`config.mk`:
```
export PLATFORM = sky130hd
export DESIGN_NAME = sum_accumulator
export DESIGN_NICKNAME = d
export VERILOG_FILES = /design/src/rtl/sum_accumulator.sv
export SDC_FILE = /design/constraint.sdc
export NUM_CORES = 1
export LEC_CHECK = 0
export CORE_MARGIN = 10
export CORE_UTILIZATION = 45
export CTS_BUF_LIST = sky130_fd_sc_hd__clkbuf_4 sky130_fd_sc_hd__clkbuf_8
export CTS_CLUSTER_DIAMETER = 60
export DETAILED_ROUTE_END_ITERATION = 16
export PLACE_DENSITY = 0.77
export SLEW_MARGIN = 10
export SYNTH_ARGS = -nofsm -noshare
export SYNTH_HDL_FRONTEND = slang
export SYNTH_SLANG_ARGS = --single-unit
```
`constraint.sdc`:
```
create_clock -name clk -period 1.8 [get_ports clk]
set_input_delay 0.27 -clock clk [delete_from_list [all_inputs] [get_ports clk]]
set_output_delay 0.27 -clock clk [all_outputs]
set_load 0.01 [all_outputs]
```
`src/rtl/sum_accumulator.sv`:
```
// -----------------------------------------------------------------------------
// sum_accumulator
//
// Adds up a block of COUNT_N unsigned 6-bit sums from the upstream adder stage
// into a 10-bit total. The block total is then held for the downstream consumer.
// The datapath cannot wrap because 16 x 62 = 992 fits in 10 bits.
//
// States:
//   IDLE  - count is 0 and the block is empty; new sums are accepted.
//   ACCUM - block partly filled; new sums are accepted and bubbles are allowed.
//   HOLD  - block complete; acc_valid=1 and nothing more is accepted until
//           out_ready is seen.
//
// Ports:
//   clk        in   single clock; all state changes on its rising edge
//   reset_n    in   asynchronous active-low reset
//   in_sum     in   [5:0] unsigned sum to accumulate
//   in_valid   in   in_sum is valid this cycle
//   in_ready   out  block accepts in_sum this cycle
//   clear      in   synchronous abort of the current block (highest priority)
//   out_ready  in   downstream consumes the completed total (used in HOLD only)
//   acc_out    out  [9:0] running or final total
//   acc_count  out  [4:0] number of sums accepted into the current block
//   acc_valid  out  acc_out holds a completed block total (high in HOLD)
// -----------------------------------------------------------------------------
module sum_accumulator #(
  parameter int COUNT_N = 4  // sums per block, 1..16
) (
  input  logic       clk,
  input  logic       reset_n,
  input  logic [5:0] in_sum,
  input  logic       in_valid,
  output logic       in_ready,
  input  logic       clear,
  input  logic       out_ready,
  output logic [9:0] acc_out,
  output logic [4:0] acc_count,
  output logic       acc_valid
);

  typedef enum logic [1:0] {
    IDLE  = 2'd0,
    ACCUM = 2'd1,
    HOLD  = 2'd2
  } state_t;

  // This count value means the next accept completes the block.
  localparam logic [4:0] LAST_IDX = 5'(COUNT_N - 1);

  state_t     r_state;
  logic [9:0] r_acc_out;
  logic [4:0] r_acc_count;
  logic       r_acc_valid;
  logic       w_accept;

  // NOTE: in_ready is combinational so that clear can block an accept in the
  // same cycle. It is also gated by reset_n, so the block never reports ready
  // while it is held in reset.
  assign in_ready = reset_n & ~clear & (r_state != HOLD);
  assign w_accept = in_valid & in_ready;

  // NOTE: all state uses non-blocking assignments. Every branch then reads the
  // values from before the edge, so the completion test below compares the
  // old count with LAST_IDX.
  always_ff @(posedge clk or negedge reset_n) begin
    if (!reset_n) begin
      r_state     <= IDLE;
      r_acc_out   <= '0;
      r_acc_count <= '0;
      r_acc_valid <= 1'b0;
    end else if (clear) begin
      r_state     <= IDLE;
      r_acc_out   <= '0;
      r_acc_count <= '0;
      r_acc_valid <= 1'b0;
    end else begin
      unique case (r_state)
        IDLE, ACCUM: begin
          if (w_accept) begin
            r_acc_out   <= r_acc_out + {4'b0000, in_sum};
            r_acc_count <= r_acc_count + 5'd1;
            if (r_acc_count == LAST_IDX) begin
              r_state     <= HOLD;
              r_acc_valid <= 1'b1;
            end else begin
              r_state <= ACCUM;
            end
          end
        end
        HOLD: begin
          if (out_ready) begin
            r_state     <= IDLE;
            r_acc_out   <= '0;
            r_acc_count <= '0;
            r_acc_valid <= 1'b0;
          end
        end
        default: begin
          r_state     <= IDLE;
          r_acc_out   <= '0;
          r_acc_count <= '0;
          r_acc_valid <= 1'b0;
        end
      endcase
    end
  end

  assign acc_out   = r_acc_out;
  assign acc_count = r_acc_count;
  assign acc_valid = r_acc_valid;

endmodule

```
# ---- Yosys cells after proc, flatten, opt, wreduce, memory -nomap -nowiden
# Index checks and enable logic that the tools add are counted.
dict set report classes {
  n_addsub 2
  eq_ne 7
  muxes 18
  bitwise 4
  n_reduce_logical 4
}
# operator count
set ops {}
lappend ops {{$mux 10} 3}
lappend ops {{$pmux 10 s2} 1}
lappend ops {{$mux 5} 3}
lappend ops {{$add 10x6->10} 1}
lappend ops {{$pmux 5 s2} 1}
lappend ops {{$ne 3x3->1 const B} 3}
lappend ops {{$mux 2} 4}
lappend ops {{$add 5x1->5 const B} 1}
lappend ops {{$eq 5x2->1 const B} 1}
lappend ops {{$mux 1} 4}
lappend ops {{$pmux 2 s2} 1}
lappend ops {{$and 1x1->1} 3}
lappend ops {{$reduce_and 3->1} 1}
lappend ops {{$eq 2x1->1 const B} 1}
lappend ops {{$eq 2x2->1 const B} 1}
lappend ops {{$logic_not 2->1} 1}
lappend ops {{$ne 2x2->1 const B} 1}
lappend ops {{$pmux 1 s2} 1}
lappend ops {{$reduce_and 2->1} 1}
lappend ops {{$reduce_or 2->1} 1}
lappend ops {{$not 1->1} 1}
dict set report word_totals {
  register_bits 18
  inputBits 11
  out_inout_bits 17
  word_cells 39
}

# ---- Depth between registers and ports, before layout
# Gate-level depths: netlist (run 1).
dict set report depth {
  ltp_word 7
  depth_mapped 7
  ltp_nobuf 7
}

# ---- Least setup slack after synthesis (run 1)
# OpenSTA, ideal clock, no wires.
dict set report synth_timing {
  path_kind {reg-to-reg}
  startpoint {reg r_acc_out[3] (netlist: acc_out[3])}
  endpoint {reg r_acc_out[9] (netlist: acc_out[9])}
  setup_ns 0.077
  arrival_time_ns 1.732
  t_required_ns 1.723
  setup_slack_ns -0.009
  stages_incl_launch_ff 6
  n_path_buf 0
  synth_period_minus_slack_ns 1.809
  path_cell_list {dfrtp_1 ha_1 o211ai_1 o211a_1 or4_1 a21oi_1}
}
dict set report synth_between {
  elab_chain_cells 4
}
# item line_no
set synth_rtl {}
lappend synth_rtl {{start: declaration} 51} ;# logic [9:0] r_acc_out;
lappend synth_rtl {{start signal: assignment} 80} ;# r_acc_out <= r_acc_out + {4'b0000, in_sum};
lappend synth_rtl {{$add 10x6->10} 80}
lappend synth_rtl {{$mux 10} 79} ;# if (w_accept) begin
lappend synth_rtl {{$pmux 10 s2} 77} ;# unique case (r_state)
lappend synth_rtl {{$mux 10} 71} ;# end else if (clear) begin
# No other way between the ends. The select of a mux whose other input is x is not followed.
# A chain may end at the register's enable or synchronous reset.

# ---- Worst setup path after layout (run 1)
dict set report layout_timing {
  startpoint {reg r_acc_out[3] (netlist: acc_out[3])}
  endpoint {reg r_acc_out[7] (netlist: acc_out[7])}
}
# Same word-level chain as after synthesis.

==> flow_summary.yaml, run 1 <==
die:
  start_util_pct: 48.8
  die_x_um: 69.7
  core_um2: 2280
  placementRows: 17
  top_level_ports: 28
  die_y_um: 69.7
  die_area_um2: 4860
global_route:
  gr-total-overflow: 0
  grt_max_degree: 15
  grt_pass1_wl_mm: 5.44
  grt_pass1_vias: 1139
  antenna_found_initial: 0
  grt_usage_pct: 13.3
route:
  ant_nets: 0
  routed_via_density: 5.71
  drc_errors: 0
  wl_per_cell_um: 18.3
  routed_wl_mm: 3.47
  dr.pass1.iters: 4
  drt_iter0_drc: 63
  vias: 1084
clock_tree:
  clkTransAtPathRegs_ns: 0.11
  cts_htree_levels: 1
  cts_tree: "done"
  clock-root-buffer: "clkbuf_4"
  ctsHoldBuffers: 0
  clk_path_buf_depth: 2
  cts_buffers: 3
  numClockSinks: 18
  insertion_delay_ns: 0.31
critical_path:
  critical_path.max_fanout: 3
  crit_path_cell_trace: "ha_4 > o211ai_1 > o211a_1 > buf_4 > o311ai_2 > o41ai_1"
  critical_path.top_delay_family: "compound AO/OA/AOI/OAI gates"
  slowest_delay_ns: 0.43
  crit_buf_inv: 1
  critPathArrivalTime_ns: 2.01
  cp_data_required_time_ns: 1.99
  cp-end-kind: "flip-flop"
  startpoint_type: "flip-flop"
  critPathKind: "flip-flop to flip-flop"
  timing.rr.start: "acc_out[3]"
  cp-startpoint: "acc_out[3]"
  crit_slowest_cell: "dfrtp_1"
finish:
  fill_cells: 150
  finish.instance_area_um2: 1720
  drive_gt1_share_pct: 31.5
  final_util_pct: 75.4
  final_nets: 182
  final_cell_mix: "buf_4, clkdlybuf4s50_1, dfrtp_1, nor2_1, nand2_1"
  antenna_cells: 0
  synthToLayoutAreaGrowth_pct: 54.4
  layout_commonest_cell: "buf_4"
timing:
  clock.fmax_mhz: 548
  finalSetupViolCount: 2
  rsz0062_at_grt: "yes"
  finalClockSkew_ns: 0.00744
  slew_headroom_pct: 61.5
  period_needed_ns: 1.83
  tightest_slew_ns: 0.575
  finalHoldWorstSlack_ns: 0.347
  period_share_pct: 101
  drv_slew: 0
  hold_violations: 0
  final.setup.worst_slack_ns: -0.0262
placed_design:
  port_buffers: 27
  gp_congestion: 0.850
  place_area_um2: 1550
  dp.final_hpwl_mm: 2.31
min_path:
  hold_class: "input pin to asynchronous set/reset pin"
synthesis:
  synth-seq-cells: 18
  synthTopCellsByArea: "dfrtp_1, ha_1, a22o_1, xor2_1, nand2_1"
  ys_seq_area_share_pct: 40.5
  yosysWarnings: 0
  synthCells: 106
  yosysTopAreaCell: "dfrtp_1"
  synth_nets: 125
  synth_cell_types: 39
  syn_area_per_cell_um2: 10.5
  netlist_area_um2: 1110
  synth_top_area_share_pct: 40.5
power_and_ir_drop:
  peakVddDrop_uv: 410
  p_leak_uw: 0.000782
  finalPower_uw: 995
  powerDensity_nw_per_um2: 580
outcome:
  violations: "setup timing"
  outcome: "complete, but fails checks"
job:
  drv_cap: 0
## flip-flops by register name (all words and copies together), names as in the netlist
signal     flops
r_state        2
acc_valid      1
acc_out       10
acc_count      5
## worst paths after layout
path,end,slack [ns],cells after the start
min reg2reg,acc_valid,0.54,2
min in group clk,acc_out[0],0.35,3
max in group asynchronous,acc_count[3],1.22,2
max,acc_out[7],-0.03,6
min,r_state[1],0.35,2
max reg2reg,acc_out[7],-0.03,6
## routing by layer
metal | vias to the layer above | global-route usage [%] | wire, um
li1 | 505 | - | -
met1 | 528 | 14.6 | 1380
met2 | 44 | 23.3 | 1760
met3 | 7 | 3.85 | 263
met4 | 0 | 5.22 | 66
met5 | - | 0 | 0
## cell usage after synthesis
cell type	n
a21oi_1	3
o211a_1	1
mux2_2	1
buf_8	1
or4_1	1
a21o_1	1
nor2_1	7
o31ai_1	2
o41ai_1	1
buf_6	2
a22o_1	6
nor2b_1	2
fa_1	1
and2_1	2
a211oi_1	3
nand2_1	7
nand2_4	1
o211ai_1	1
or2_2	1
dfrtp_1	18
o21ai_0	3
nand4_1	2
and3_1	1
a211o_2	1
ha_1	7
or4b_4	1
nor3_1	2
mux2i_1	2
xor2_1	4
o311ai_0	1
nor3b_1	1
or3_1	3
xnor2_1	2
inv_1	5
nand3_1	4
mux2_4	1
o21a_1	2
nor4b_1	1
a32o_1	1
## cell families after synthesis
kind of cell	synth area share (%)
mux	4.17
simple gates	18.0
flops	40.5
xor+xnor	4.73
compound gates	17.8
fa+ha+maj	9.68
buf+inv	5.07
## report_power, final
| part | switching, uW | total, uW | internal [uW] |
|---|---|---|---|
| Clock | 142 | 266 | 124 |
| Sequential | 16.6 | 436 | 420 |
| Combinational | 132 | 293 | 162 |
| Total | 290 | 995 | 705 |
## cell type report
class / count / area (um2) / share of cell area [%]
multi-input combinational: 80 / 693 / 40.4
timing repair buffer: 55 / 482 / 28.1
sequential: 18 / 450 / 26.3
clock buffer: 4 / 36.3 / 2.12
tap: 28 / 35.0 / 2.04
inverter: 5 / 18.8 / 1.09
## per-stage QoR
stage,TNS (ns),std cells,setup WS [ns]
floorplan,0,106,0.00257
global placement,-2.04,179,-0.329
detailed placement,-2.66,179,-0.417
CTS,0,184,0.00671
global route,-0.216,190,-0.131
finish,-0.0289,190,-0.0262
## what timing repair did
item,CTS,global route
endpoints found under the setup margin,5,4
gates cloned,0,0
gates resized for setup,7,10
pin swaps,3,6
buffers inserted,1,6
(Power assumes the default switching activity.)
==> inputs of run 2 (changes only) <==
- CELL_PAD_IN_SITES_DETAIL_PLACEMENT: default -> 1
- CELL_PAD_IN_SITES_GLOBAL_PLACEMENT: default -> 2
- CORE_UTILIZATION: 45 -> 28
- PLACE_DENSITY: 0.77 -> default
- PLACE_DENSITY_LB_ADDON: default -> 0.1
==> run 2 against run 1 <==
Compared with the run above:
- the run now ends clean
- sequential share of layout area fell by 0.83 points
- setup slack improved by 0.085 ns
- combinational power fell by 2%
- die area rose by 42%
- total power rose by 8.1%
- clock power rose by 33%
- global-route usage fell by 3.5 points
- non-clock buffer count did not move
- largest cell class unchanged
- highest routed layer unchanged
==> flow_summary.yaml, run 2 (synthesis results as in run 1) <==
clock_tree:
  cts_buffers: 3
  insertion_delay_ns: 0.26
  clkTransAtPathRegs_ns: 0.08
  cts_htree_levels: 1
  clk_path_buf_depth: 2
  ctsHoldBuffers: 0
  clock-root-buffer: "clkbuf_8"
  numClockSinks: 18
  cts_tree: "done"
critical_path:
  cp_data_required_time_ns: 1.99
  critical_path.max_fanout: 4
  critPathArrivalTime_ns: 1.93
  cp-end-kind: "flip-flop"
  startpoint_type: "flip-flop"
  critPathKind: "flip-flop to flip-flop"
timing:
  period_share_pct: 96.7
  finalSetupViolCount: 0
  drv_slew: 0
  rsz0062_at_grt: "yes"
  tightest_slew_ns: 0.378
  finalClockSkew_ns: 0.00319
  final.setup.worst_slack_ns: 0.0589
  hold_violations: 0
  period_needed_ns: 1.74
  slew_headroom_pct: 74.5
  setup_tns_ns: 0
  clock.fmax_mhz: 574
placed_design:
  dp.final_hpwl_mm: 2.50
  port_buffers: 27
  place_ws_ns: -0.429
  gp_congestion: 0.731
die:
  top_level_ports: 28
  start_util_pct: 29.7
  die_area_um2: 6890
  placementRows: 22
  die_y_um: 83.0
  die_x_um: 83.0
  core_um2: 3740
job:
  drv_cap: 0
route:
  routed_via_density: 4.92
  vias: 1033
  routed_wl_mm: 3.29
  dr.pass1.iters: 2
  drt_iter0_drc: 44
  drc_errors: 0
  ant_nets: 0
  wl_per_cell_um: 15.7
finish:
  layout_commonest_cell: "buf_4"
  antenna_cells: 0
  multiInputGateArea_um2: 711
  regArea_um2: 450
  final_util_pct: 47.3
  synthToLayoutAreaGrowth_pct: 59.5
  largest_register_ffs: 10
  final_cell_mix: "buf_4, clkdlybuf4s50_1, dfrtp_1, nor2_1, nand2_1"
  fill_cells: 440
  drive_gt1_share_pct: 31.5
  final_nets: 182
global_route:
  grt_pass1_wl_mm: 5.68
  antenna_found_initial: 0
  grt_pass1_vias: 1157
  gr-total-overflow: 0
  grt_usage_pct: 9.74
  grt_max_degree: 16
power_and_ir_drop:
  peakVddDrop_uv: 286
  p_leak_uw: 0.000800
  p_sw_share_pct: 27.8
  comb_power_share_pct: 26.7
  p_switching_uw: 299
  powerDensity_nw_per_um2: 607
  p_clk_share_pct: 32.8
  power.internal_uw: 777
  seqPwrFrac_pct: 40.5
min_path:
  hold_class: "input pin to flip-flop"
outcome:
  outcome: "finished, final reports clean"
## run 2: area by class of cell
cell class,instances,share of cell area [%]
Tap cell,48,3.39
Sequential cell,18,25.4
Clock buffer,4,3.11
Timing Repair Buffer,55,26.9
Multi-Input combinational cell,80,40.1
Inverter,5,1.06
## run 2: worst paths after layout
kind	end	slack, ns	startpoint	cells past startpoint
setup / recovery	acc_out[9]	0.06	acc_out[4]	5
setup reg to reg	acc_out[9]	0.06	acc_out[4]	5
hold reg to reg	acc_valid	0.53	acc_valid	2
min in group asynchronous	r_state[0]	0.43	reset_n	2
hold / removal	acc_out[0]	0.38	in_sum[0]	3
max in group asynchronous	acc_count[4]	1.12	reset_n	2
## run 2: worst max-delay path, stage by stage (launching register included)
cell and delay, ns:
dfrtp_1 0.41, ha_4 0.29, o211ai_1 0.12, o211a_1 0.29, or4_1 0.40, a21oi_1 0.16
## run 2: routing by layer
layer	track usage, %	up-vias	part of all wire, %
met5	0	-	0
met3	2.54	4	4.0
met4	2.77	0	0.82
li1	-	505	-
met1	12.4	505	50
met2	15.6	19	46
## run 2: power by group through the flow
| stage | combinational [uW] | clock (uW) | sequential [uW] |
|---|---|---|---|
| 2_1_floorplan | 112 | 0 | 447 |
| 6_report | 287 | 353 | 436 |
| 5_1_grt | 320 | 380 | 439 |
| 4_1_cts | 277 | 362 | 436 |
| 3_5_place_dp | 247 | 0 | 442 |
| 3_3_place_gp | 248 | 0 | 441 |
## run 2: repair_timing
item / 4_1_cts / 5_1_grt
resized for setup: 15 / 8
cloned: 0 / 0
buffers inserted: 4 / 2
endpoints found under the setup margin: 5 / 4
pin swaps: 5 / 10
## run 2: per-stage QoR
step                      power (uW)  area [um2]  std cells  hold slack [ns]
after floorplan                  559        1120        106          -0.0256
after global placement           689        1580        200            0.498
after detailed placement         689        1580        200            0.522
after CTS                       1080        1720        208            0.417
after global routing            1140        1770        210            0.407
final                           1080        1770        210            0.381
==> inputs of run 3 (changes only) <==
- ABC_AREA: default -> 1
- CORE_UTILIZATION: 28 -> 26
- HOLD_SLACK_MARGIN: default -> 0.1
==> run 3 against run 2 <==
Compared with the run above:
- clock power down 3%
- clock skew up 0.0022 ns
- fmax up 1.6%
- synthesized cell count up 32%
- design area down 6.1%
- global-route usage down 0.54 points
- sequential share of layout area up 1.6 points
- final cell count up 13%
- critical path type is now input pin to flip-flop
- largest power group unchanged
==> flow_summary.yaml, run 3 <==
outcome:
  outcome: "finished, final reports clean"
timing:
  drv_slew: 0
  rsz0062_at_grt: "yes"
  slew_headroom_pct: 80.3
  setup_tns_ns: 0
  tightest_slew_ns: 0.293
  hold_violations: 0
  period_share_pct: 95.2
  period_needed_ns: 1.71
  clock.fmax_mhz: 584
  finalClockSkew_ns: 0.00543
  final.setup.worst_slack_ns: 0.0865
  finalSetupViolCount: 0
  finalHoldWorstSlack_ns: 0.197
die:
  core_um2: 4090
  placementRows: 23
  die_x_um: 85.8
  die_y_um: 85.8
  start_util_pct: 27.6
  die_area_um2: 7370
  top_level_ports: 28
route:
  vias: 1092
  ant_nets: 0
  wl_per_cell_um: 14.0
  routed_via_density: 4.61
  drc_errors: 0
  dr.pass1.iters: 2
  drt_iter0_drc: 28
  routed_wl_mm: 3.32
critical_path:
  r2r-end: "acc_out[8]"
  crit_path_cell_trace: "clkdlybuf4s50_1 > ha_1 > inv_1 > fa_2 > nor3_4 > nor2_1 > nor2_1 > nand2_1 > nand2_1 > nor2_1"
  cp-startpoint: "in_sum[0]"
  startpoint_type: "input pin"
  crit_slowest_cell: "clkdlybuf4s50_1"
  r2r_cells: 8
  slowest_delay_ns: 0.46
  critical_path.most_common_cell: "nor2_1"
  r2r_slack_ns: 0.15
  cp_data_required_time_ns: 1.95
  cp-end-kind: "flip-flop"
  cp-endpoint: "acc_out[8]"
  critPathKind: "input pin to flip-flop"
  timing.rr.start: "acc_out[4]"
  critPathArrivalTime_ns: 1.87
  critical_path.max_fanout: 2
synthesis:
  synth_edf_count: 0
  synthTopCellsByArea: "dfrtp_1, nand2_1, ha_1, nor2_1, inv_1"
  syn_area_per_cell_um2: 8.05
  ys.flop_type: "dfrtp_1"
  synth.most_common_cell: "nand2_1"
  synth_cell_types: 27
  ys_seq_area_share_pct: 40.0
  yosysTopAreaCell: "dfrtp_1"
  ys_top_cells_by_count: "nand2_1, nor2_1, dfrtp_1"
  synth-seq-cells: 18
  synth_nets: 159
  synthCells: 140
  yosysWarnings: 0
  netlist_area_um2: 1130
  synth-async-reset-ratio_pct: 100
  synth_top_area_share_pct: 40.0
power_and_ir_drop:
  powerDensity_nw_per_um2: 672
  p_sw_share_pct: 29.6
  p_clk_share_pct: 30.8
  comb_power_share_pct: 27.5
  seqPwrFrac_pct: 41.8
  finalPower_uw: 1120
  p_leak_uw: 0.000816
  power.internal_uw: 787
  peakVddDrop_uv: 297
  p_switching_uw: 331
finish:
  largest_register_ffs: 10
  layout_commonest_cell: "nand2_1"
  drive_gt1_share_pct: 20.3
  final_util_pct: 40.7
  synthToLayoutAreaGrowth_pct: 47.6
  final_nets: 207
  antenna_cells: 0
  final_cell_mix: "nand2_1, clkdlybuf4s50_1, nor2_1, dfrtp_1, buf_4"
clock_tree:
  insertion_delay_ns: 0.26
  ctsHoldBuffers: 0
  cts_buffers: 3
  numClockSinks: 18
  cts_htree_levels: 1
  cts_tree: "done"
  clk_path_buf_depth: 2
  clock-root-buffer: "clkbuf_8"
  clkTransAtPathRegs_ns: 0.08
placed_design:
  gp_congestion: 0.783
  dp.final_hpwl_mm: 2.72
  place_ws_ns: -0.329
  port_buffers: 27
min_path:
  hold_class: "input pin to asynchronous set/reset pin"
global_route:
  grt_pass1_vias: 1203
  gr-total-overflow: 0
  antenna_found_initial: 0
  grt_max_degree: 11
  grt_pass1_wl_mm: 5.51
  grt_usage_pct: 9.20
job:
  drv_cap: 0
## run 3: cell count changes in the layout (fill, tap and decap cells not counted), sizes merged, moves of 3 or more
| cell | before | now |
|---|---|---|
| or3 | 3 | 0 |
| o21ai | 3 | 8 |
| nor2 | 7 | 21 |
| dlygate4sd2 | 5 | 1 |
| a22o | 6 | 2 |
| inv | 5 | 15 |
| o21bai | 0 | 4 |
| buf | 28 | 17 |
| a211oi | 3 | 0 |
| nand2 | 8 | 42 |
| clkdlybuf4s50 | 21 | 25 |
| a21oi | 3 | 6 |
## run 3: worst min-delay path by stage
stage	start	endpoint	slack (ns)
after global routing	reset_n	acc_out[9]	0.21
after floorplan	reset_n	acc_count[0]	-0.03
after CTS	reset_n	acc_out[5]	0.20
after global placement	acc_valid	acc_valid	0.47
final	reset_n	acc_out[2]	0.20
after detailed placement	acc_valid	acc_valid	0.49
## run 3: cell families after synthesis
| logic type | Yosys count | synth area share (%) |
|---|---|---|
| simple gates | 74 | 31.0 |
| buf+inv | 16 | 5.99 |
| xor+xnor | 2 | 1.55 |
| compound gates | 22 | 12.0 |
| flops | 18 | 40.0 |
| fa+ha+maj | 8 | 9.54 |
## run 3: power groups by stage
stage,Clock [uW],Sequential (uW),Combinational (uW)
2_1_floorplan,0,482,124
3_5_place_dp,0,474,299
5_1_grt,384,475,342
3_3_place_gp,0,473,294
4_1_cts,357,467,306
6_report,344,467,307
## run 3: what timing repair did
item	CTS	global route
endpoints found under the setup margin	3	3
pin swaps	1	2
buffers inserted	0	0
endpoints found under the hold margin	0	0
resized for setup	3	4
## run 3: routing by layer
layer	wire (um)	track usage (%)	share of wire (%)	up-vias
met5	0	0	0	-
met4	36	3.14	1.1	0
met3	223	3.31	6.7	5
met2	1670	16.1	50	19
met1	1390	9.96	42	524
li1	-	-	-	544
## run 3: cell type report
class | instances | area, um2
clock buffers | 4 | 55.1
inverters | 15 | 56.3
fillers | 500 | 2420
well taps | 50 | 62.6
flip-flops and latches | 18 | 450
repair buffers | 44 | 399
multi-input cells | 106 | 641
## run 3: through the flow
step	area, um2	std cells
2_1_floorplan	1130	140
3_3_place_gp	1580	233
3_5_place_dp	1580	233
4_1_cts	1640	237
5_1_grt	1660	237
6_report	1660	237
## run 3: critical path: cells and delay by family
family,cells,cell delay [ns]
buffers and inverters,2,0.53
AND/OR/NAND/NOR,6,0.51
adder cells (fa/ha/maj),2,0.54
